## config.mk

```make
export PLATFORM = sky130hd
export DESIGN_NAME = lcd_sum_text_gen_flat
export DESIGN_NICKNAME = d
export VERILOG_FILES = /design/src/rtl/lcd_pkg.sv /design/src/rtl/lcd_sum_text_gen_if.sv /design/src/rtl/bin2bcd_seq.sv /design/src/rtl/lcd_sum_text_gen.sv /design/src/flat_wrapper.sv
export SDC_FILE = /design/constraint.sdc
export NUM_CORES = 1
export LEC_CHECK = 0
export CORE_MARGIN = 8
export CORE_UTILIZATION = 58
export DETAILED_ROUTE_END_ITERATION = 8
export GPL_TIMING_DRIVEN = 0
export PLACE_DENSITY = 0.81
export SYNTH_ARGS = -nofsm -noshare
export SYNTH_HDL_FRONTEND = slang
export SYNTH_HIERARCHICAL = 1
export SYNTH_SLANG_ARGS = --single-unit
```

## constraint.sdc

```tcl
create_clock -name clk -period 2.46 [get_ports clk]
set_input_delay 0.492 -clock clk [delete_from_list [all_inputs] [get_ports clk]]
set_output_delay 0.492 -clock clk [all_outputs]
set_load 0.01 [all_outputs]
```

## src/rtl/lcd_pkg.sv

```systemverilog
// Shared LCD text-generation definitions: FSM states, HD44780 command bytes, ASCII helpers.
// Used by the sum-display block and later numeric display blocks.
package lcd_pkg;

   typedef enum logic [2:0] {
      ST_IDLE,
      ST_CONV,
      ST_CMD,
      ST_TEXT,
      ST_DIGS,
      ST_FIN
   } lcd_state_t;

   localparam logic [7:0] LCD_LINE1   = 8'h80;
   localparam logic [7:0] LCD_CLEAR   = 8'h01;
   localparam logic [7:0] ASCII_ZERO  = 8'h30;
   localparam logic [7:0] ASCII_SPACE = 8'h20;

   localparam int MSG_LEN = 11;
   localparam int DIG_LEN = 3;

   // A blanked digit renders as a space so leading zeros disappear on the display.
   function automatic logic [7:0] digit_char(input logic [3:0] d, input logic blank);
      return blank ? ASCII_SPACE : (ASCII_ZERO + {4'd0, d});
   endfunction

endpackage

```

## src/rtl/lcd_sum_text_gen_if.sv

```systemverilog
// Byte channel from a text generator to the LCD nibble driver (valid/ready, RS flag as char_cmd).
interface lcd_sum_text_gen_if;

   logic [7:0] char_data;
   logic       char_cmd;
   logic       char_valid;
   logic       char_ready;

   modport master (
      output char_data,
      output char_cmd,
      output char_valid,
      input  char_ready
   );

   modport slave (
      input  char_data,
      input  char_cmd,
      input  char_valid,
      output char_ready
   );

endinterface

```

## src/rtl/bin2bcd_seq.sv

```systemverilog
// Sequential 8-bit double-dabble: loads on start, runs 8 shift-add-3 steps, pulses done.
// Outputs hold their value until the next start; start while running restarts the conversion.
module bin2bcd_seq (
   input  logic       clk,
   input  logic       rst_n,
   input  logic       start,
   input  logic [7:0] bin,
   output logic       done,
   output logic [3:0] hund,
   output logic [3:0] tens,
   output logic [3:0] units
);

   logic [7:0]  sh;
   logic [11:0] bcd;
   logic [11:0] adj;
   logic [2:0]  cnt;
   logic        run;

   always_comb begin
      adj = bcd;
      if (bcd[3:0]  >= 4'd5) adj[3:0]  = bcd[3:0]  + 4'd3;
      if (bcd[7:4]  >= 4'd5) adj[7:4]  = bcd[7:4]  + 4'd3;
      if (bcd[11:8] >= 4'd5) adj[11:8] = bcd[11:8] + 4'd3;
   end

   always_ff @(posedge clk or negedge rst_n) begin
      if (!rst_n) begin
         sh   <= '0;
         bcd  <= '0;
         cnt  <= '0;
         run  <= 1'b0;
         done <= 1'b0;
      end else begin
         done <= 1'b0;
         if (start) begin
            sh  <= bin;
            bcd <= '0;
            cnt <= '0;
            run <= 1'b1;
         end else if (run) begin
            {bcd, sh} <= {adj[10:0], sh, 1'b0};
            cnt       <= cnt + 3'd1;
            if (cnt == 3'd7) begin
               run  <= 1'b0;
               done <= 1'b1;
            end
         end
      end
   end

   assign hund  = bcd[11:8];
   assign tens  = bcd[7:4];
   assign units = bcd[3:0];

endmodule

```

## src/rtl/lcd_sum_text_gen.sv

```systemverilog
// Adds two clamped operands and streams a cursor command, "THE SUM IS " and 3 blanked digits to the LCD driver.
// First byte valid 10 cycles after start; each byte is held until char_ready, next byte follows the cycle after transfer.
module lcd_sum_text_gen
   import lcd_pkg::*;
#(
   parameter int         OPW       = 7,
   parameter int         MAX_OPND  = 99,
   parameter logic [7:0] LINE_ADDR = LCD_LINE1
) (
   input  logic                clk,
   input  logic                rst_n,
   input  logic                start,
   input  logic [OPW-1:0]      opnd_a,
   input  logic [OPW-1:0]      opnd_b,
   lcd_sum_text_gen_if.master  char_if,
   output logic                busy,
   output logic                done,
   output logic                clamp_err
);

   localparam logic [OPW-1:0] MAX_V    = OPW'(MAX_OPND);
   localparam logic [3:0]     TXT_LAST = 4'(MSG_LEN - 1);
   localparam logic [3:0]     DIG_LAST = 4'(DIG_LEN - 1);

   lcd_state_t     state;
   logic [3:0]     idx;
   logic [7:0]     data_q;
   logic           cmd_q;
   logic           valid_q;

   logic           a_over;
   logic           b_over;
   logic [OPW-1:0] a_clamp;
   logic [OPW-1:0] b_clamp;
   logic [OPW:0]   sum;
   logic           bcd_start;
   logic           bcd_done;
   logic [3:0]     hund;
   logic [3:0]     tens;
   logic [3:0]     units;
   logic [7:0]     hund_ch;
   logic [7:0]     tens_ch;
   logic [7:0]     units_ch;
   logic           xfer;

   function automatic logic [7:0] text_rom(input logic [3:0] i);
      logic [7:0] c;
      case (i)
         4'd0:    c = 8'h54;
         4'd1:    c = 8'h48;
         4'd2:    c = 8'h45;
         4'd3:    c = 8'h20;
         4'd4:    c = 8'h53;
         4'd5:    c = 8'h55;
         4'd6:    c = 8'h4D;
         4'd7:    c = 8'h20;
         4'd8:    c = 8'h49;
         4'd9:    c = 8'h53;
         4'd10:   c = 8'h20;
         default: c = ASCII_SPACE;
      endcase
      return c;
   endfunction

   assign a_over    = opnd_a > MAX_V;
   assign b_over    = opnd_b > MAX_V;
   assign a_clamp   = a_over ? MAX_V : opnd_a;
   assign b_clamp   = b_over ? MAX_V : opnd_b;
   assign sum       = {1'b0, a_clamp} + {1'b0, b_clamp};

   // The converter samples the sum on the acceptance edge itself, so no separate latch cycle is lost.
   assign bcd_start = (state == ST_IDLE) && start;

   bin2bcd_seq u_bcd (
      .clk   (clk),
      .rst_n (rst_n),
      .start (bcd_start),
      .bin   (8'(sum)),
      .done  (bcd_done),
      .hund  (hund),
      .tens  (tens),
      .units (units)
   );

   assign hund_ch  = digit_char(hund, hund == 4'd0);
   assign tens_ch  = digit_char(tens, (hund == 4'd0) && (tens == 4'd0));
   assign units_ch = digit_char(units, 1'b0);

   assign xfer = valid_q && char_if.char_ready;

   always_ff @(posedge clk or negedge rst_n) begin
      if (!rst_n) begin
         state     <= ST_IDLE;
         idx       <= '0;
         data_q    <= '0;
         cmd_q     <= 1'b0;
         valid_q   <= 1'b0;
         busy      <= 1'b0;
         done      <= 1'b0;
         clamp_err <= 1'b0;
      end else begin
         case (state)
            ST_IDLE: begin
               if (start) begin
                  clamp_err <= a_over | b_over;
                  busy      <= 1'b1;
                  state     <= ST_CONV;
               end
            end
            ST_CONV: begin
               if (bcd_done) begin
                  data_q  <= LINE_ADDR;
                  cmd_q   <= 1'b1;
                  valid_q <= 1'b1;
                  state   <= ST_CMD;
               end
            end
            ST_CMD: begin
               if (xfer) begin
                  data_q <= text_rom(4'd0);
                  cmd_q  <= 1'b0;
                  idx    <= '0;
                  state  <= ST_TEXT;
               end
            end
            ST_TEXT: begin
               if (xfer) begin
                  if (idx == TXT_LAST) begin
                     data_q <= hund_ch;
                     idx    <= '0;
                     state  <= ST_DIGS;
                  end else begin
                     data_q <= text_rom(idx + 4'd1);
                     idx    <= idx + 4'd1;
                  end
               end
            end
            ST_DIGS: begin
               if (xfer) begin
                  if (idx == DIG_LAST) begin
                     valid_q <= 1'b0;
                     busy    <= 1'b0;
                     done    <= 1'b1;
                     state   <= ST_FIN;
                  end else begin
                     data_q <= (idx == 4'd0) ? tens_ch : units_ch;
                     idx    <= idx + 4'd1;
                  end
               end
            end
            ST_FIN: begin
               done  <= 1'b0;
               state <= ST_IDLE;
            end
            default: state <= ST_IDLE;
         endcase
      end
   end

   assign char_if.char_data  = data_q;
   assign char_if.char_cmd   = cmd_q;
   assign char_if.char_valid = valid_q;

endmodule

```

## src/flat_wrapper.sv

```systemverilog
// flat-port wrapper written by rule: the top's interface ports become plain ports
module lcd_sum_text_gen_flat import lcd_pkg::*;
#(
   parameter int         OPW       = 7,
   parameter int         MAX_OPND  = 99,
   parameter logic [7:0] LINE_ADDR = LCD_LINE1
)
  (clk, rst_n, start, opnd_a, opnd_b, busy, done, clamp_err, char_if_char_data, char_if_char_cmd, char_if_char_valid, char_if_char_ready);
  lcd_sum_text_gen_if char_if_i ();
  input  logic clk;
  input  logic rst_n;
  input  logic start;
  input  logic [OPW-1:0] opnd_a;
  input  logic [OPW-1:0] opnd_b;
  output logic busy;
  output logic done;
  output logic clamp_err;
  output wire logic [$bits(char_if_i.char_data)-1:0] char_if_char_data;
  output wire logic [$bits(char_if_i.char_cmd)-1:0] char_if_char_cmd;
  output wire logic [$bits(char_if_i.char_valid)-1:0] char_if_char_valid;
  input wire logic [$bits(char_if_i.char_ready)-1:0] char_if_char_ready;
  assign char_if_char_data = char_if_i.char_data;
  assign char_if_char_cmd = char_if_i.char_cmd;
  assign char_if_char_valid = char_if_i.char_valid;
  assign char_if_i.char_ready = char_if_char_ready;
  lcd_sum_text_gen #(.OPW(OPW), .MAX_OPND(MAX_OPND), .LINE_ADDR(LINE_ADDR)) u_core (.clk(clk), .rst_n(rst_n), .start(start), .opnd_a(opnd_a), .opnd_b(opnd_b), .char_if(char_if_i), .busy(busy), .done(done), .clamp_err(clamp_err));
endmodule
```

==> results.md, run 1 <==
- outcome: finished clean
- worst path arrival time: 2560 ps
- cell type with the largest total area after synthesis: sky130_fd_sc_hd__dfrtp_1
- Pleak: 1.72 nW
- Gate Count Post-Synth: 366
- Yosys warning total: 6
- Routed met1 length: 3400 um
- wire length on met3: 441 um
- clock latency on the worst-skew pair: 300 ps
- WL per Instance: 16.7 um
- antenna violations before repair: 0
- GRT Util Overall: 0.193
- layout net count: 452
- leading register cell type out of synthesis: sky130_fd_sc_hd__dfrtp_1
- Async S/R FF share, synth: 1.00
- proportion of netlist area held by the largest area contributor: 0.344
- most frequent standard cell in the layout excluding fill and tap cells: sky130_fd_sc_hd__dfrtp_1
- slew at the pin closest to its max-slew limit: 610 ps
- post-DP HPWL: 5930 um
- sequential share of the synthesized area: 0.344
- kind of end point of the critical path: flip-flop
- Max-Cap Viols: 0
- EDFF count, synth: 0
- count of distinct cell types in the synthesized netlist: 67
- maximum buffer depth of the clock tree: 2
- time the worst path needs with I/O delays and setup: 2380 ps
- number of buffers added by the clock tree synthesis step: 5
- maximum frequency from static timing analysis: 421 MHz
- layout cells sized above 1: 0.145
- antenna violation net count after detailed routing: 0
- number of pins exceeding their max-slew limit in the final report: 0
- DR iter-0 viols: 173
- CTS tree: yes
- floorplan die width: 91.1 um
- reg2reg path depth: 7
- buffers added on ports: 30
- startpoint type of the worst setup path: flip-flop
- clock tree root driver cell: sky130_fd_sc_hd__clkbuf_8
- CTS clock-pin slew for the worst setup and hold paths: 90 ps
- total inserted antenna cells: 0
- Die Outline Area: 0.00830 sq mm
- Hold/Removal Path Class: input pin to asynchronous set/reset pin
- placeable core region: 0.00547 sq mm
- Critical Setup Path Class: flip-flop to flip-flop
- wire length on met2: 4010 um
- final sum of negative setup slack: 0 ps
- first-pass iteration count of the detailed router: 4
- Required @ worst endpoint: 2650 ps
- htree depth: 2
- total nets after synthesis: 406
- Initial Utilization: 0.597
- critical path startpoint: u_core/idx[0]$_DFFE_PN0P_
- relative slew slack: 0.589
- final setup skew: 17.0 ps
- Top-Level Pins: 31
- Hold Fails Final Rpt: 0
- peak ir drop on the vdd network: 0.000714 V
- final routed wirelength across all metal layers: 8090 um
- grt ovf: 0
- maximum number of pins on one net before global-route repair: 39
- Post-route DRC: 0
- setup violation total in the final timing report: 0
- via-per-instance ratio: 6.19
- vias in the first global route: 3004
- Area growth, synth to finish: 18.3%
- Pwr Density: 1110 mW/mm^2
- Period Utilization, post-route: 0.967
- worst hold slack after final layout: 22.1 ps
- first-pass GRT wire length: 13600 um
- row count: 27
- launching point of the worst reg2reg path: u_core/idx[0]$_DFFE_PN0P_
- Max FO, Critical Path: 9
- die boundary height: 91.1 um
- routability congestion estimate from global placement: 0.908
- netlist area before placement: 0.00327 sq mm
- per-instance average area after synthesis: 8.93 sq um
- Post-CTS Hold Buffers: 0
- highest routing layer actually used: met4
- largest cells by area after synthesis: sky130_fd_sc_hd__dfrtp_1, sky130_fd_sc_hd__ha_1, sky130_fd_sc_hd__o21ai_0, sky130_fd_sc_hd__mux2i_1, sky130_fd_sc_hd__a21oi_1
- register bit total from synthesis: 45
- Clock Sink Count: 45
- highest-count cells in the layout ignoring fill and taps: sky130_fd_sc_hd__dfrtp_1, sky130_fd_sc_hd__o21ai_0, sky130_fd_sc_hd__nand2_1
- Filler Cells Inserted: 442
- total number of vias: 3003
## per-stage QoR
stage	setup slack, ps	total power [mW]	instances	area [sq um]	utilization
after floorplan	35.3	3.01	366	3280	-
after global placement	-617	3.63	468	3670	0.671
after detailed placement	-710	3.73	469	3690	0.674
after CTS	8.69	4.29	481	3850	0.703
after global routing	-0.840	4.66	485	3870	0.706
final	82.3	4.31	485	3870	0.706
## per-layer routing
| layer | global-route usage | vias up |
|---|---|---|
| met3 | 0.0337 | 19 |
| met1 | 0.227 | 1450 |
| met5 | 0 | - |
| met4 | 0.0941 | 0 |
| li1 | - | 1424 |
| met2 | 0.334 | 110 |
## cells in the mapped netlist (all sizes together) (2+ instances only)
library cell / count
a211o: 2
a211oi: 6
a21boi: 4
a21o: 5
a21oi: 21
a311oi: 3
a31oi: 7
a32o: 2
and2: 10
and3b: 2
buf: 11
clkbuf: 10
dfrtp: 45
ha: 21
inv: 19
mux2: 4
mux2i: 15
nand2: 28
nand2b: 9
nand3: 14
nand3b: 3
nand4: 4
nor2: 21
nor2b: 8
nor3: 3
nor4: 4
o21a: 2
o21ai: 35
o21bai: 3
o221ai: 4
o22ai: 4
o311ai: 6
o41ai: 2
or2: 2
or3b: 2
or4: 2
xnor2: 8
xor2: 2
## final cells by class
cell class / instances / area (sq um) / share of cell area
inverters: 19 / 71.3 / 0.0184
multi-input cells: 281 / 2010 / 0.520
well taps: 72 / 90.1 / 0.0233
flip-flops and latches: 45 / 1130 / 0.292
clock buffers: 6 / 82.6 / 0.0214
plain buffers: 21 / 113 / 0.0291
repair buffers: 39 / 355 / 0.0919
clock inverters: 2 / 16.3 / 0.00421
## critical path, cell delays in order, from the launching register on
cell                       delay [ps]
sky130_fd_sc_hd__dfrtp_2          480
sky130_fd_sc_hd__inv_2            130
sky130_fd_sc_hd__ha_2             280
sky130_fd_sc_hd__or3b_4           440
sky130_fd_sc_hd__a211oi_4         350
sky130_fd_sc_hd__nand3b_4         240
sky130_fd_sc_hd__nor2_2            60
sky130_fd_sc_hd__a221o_1          290
## cells by family after synthesis
logic type / Yosys count / synth area share
fa+ha+maj: 22 / 0.0865
simple gates: 116 / 0.191
mux: 19 / 0.0597
xor+xnor: 10 / 0.0268
flops: 45 / 0.344
compound gates: 114 / 0.235
buf+inv: 40 / 0.0563
## worst paths after layout
path,to,slack [ps]
max,u_core/char_if.char_data[0]$_DFFE_PN0P_,80
min,u_core/char_if.char_cmd$_DFFE_PN0P_,20
max reg2reg,u_core/char_if.char_data[0]$_DFFE_PN0P_,80
min reg2reg,u_core/char_if.char_data[3]$_DFFE_PN0P_,500
max in group asynchronous,u_core/idx[1]$_DFFE_PN0P_,1960
min in group clk,u_core/char_if.char_data[3]$_DFFE_PN0P_,500
## flip-flops by register name (all words and copies together) (netlist names)
name and count:
u_core/u_bcd/done 1, u_core/u_bcd/run 1, u_core/u_bcd/bcd 12, u_core/u_bcd/sh 8, u_core/char_if.char_cmd 1, u_core/clamp_err 1
u_core/char_if.char_valid 1, u_core/u_bcd/cnt 3, u_core/char_if.char_data 8, u_core/done 1, u_core/idx 4, u_core/busy 1
u_core/state 3
## timing repair
| action | CTS | global route |
|---|---|---|
| gates resized for setup | 14 | 19 |
| setup endpoints to repair | 8 | 10 |
| pin swaps | 4 | 9 |
| hold endpoints to repair | 0 | 0 |
| setup buffers | 4 | 4 |
## report_power, final
group          leakage [nW]  switching (mW)  internal (mW)
Clock                0.0478           0.259          0.231
Combinational          1.11            1.33           1.11
Sequential            0.566           0.316           1.05
(Power assumes the default switching activity.)
==> inputs of run 2 (changes only) <==
Settings changed: ABC_AREA from default to 0.
==> results of run 2 <==
No change in the layout: final DEF, timing and power equal those of run 1.
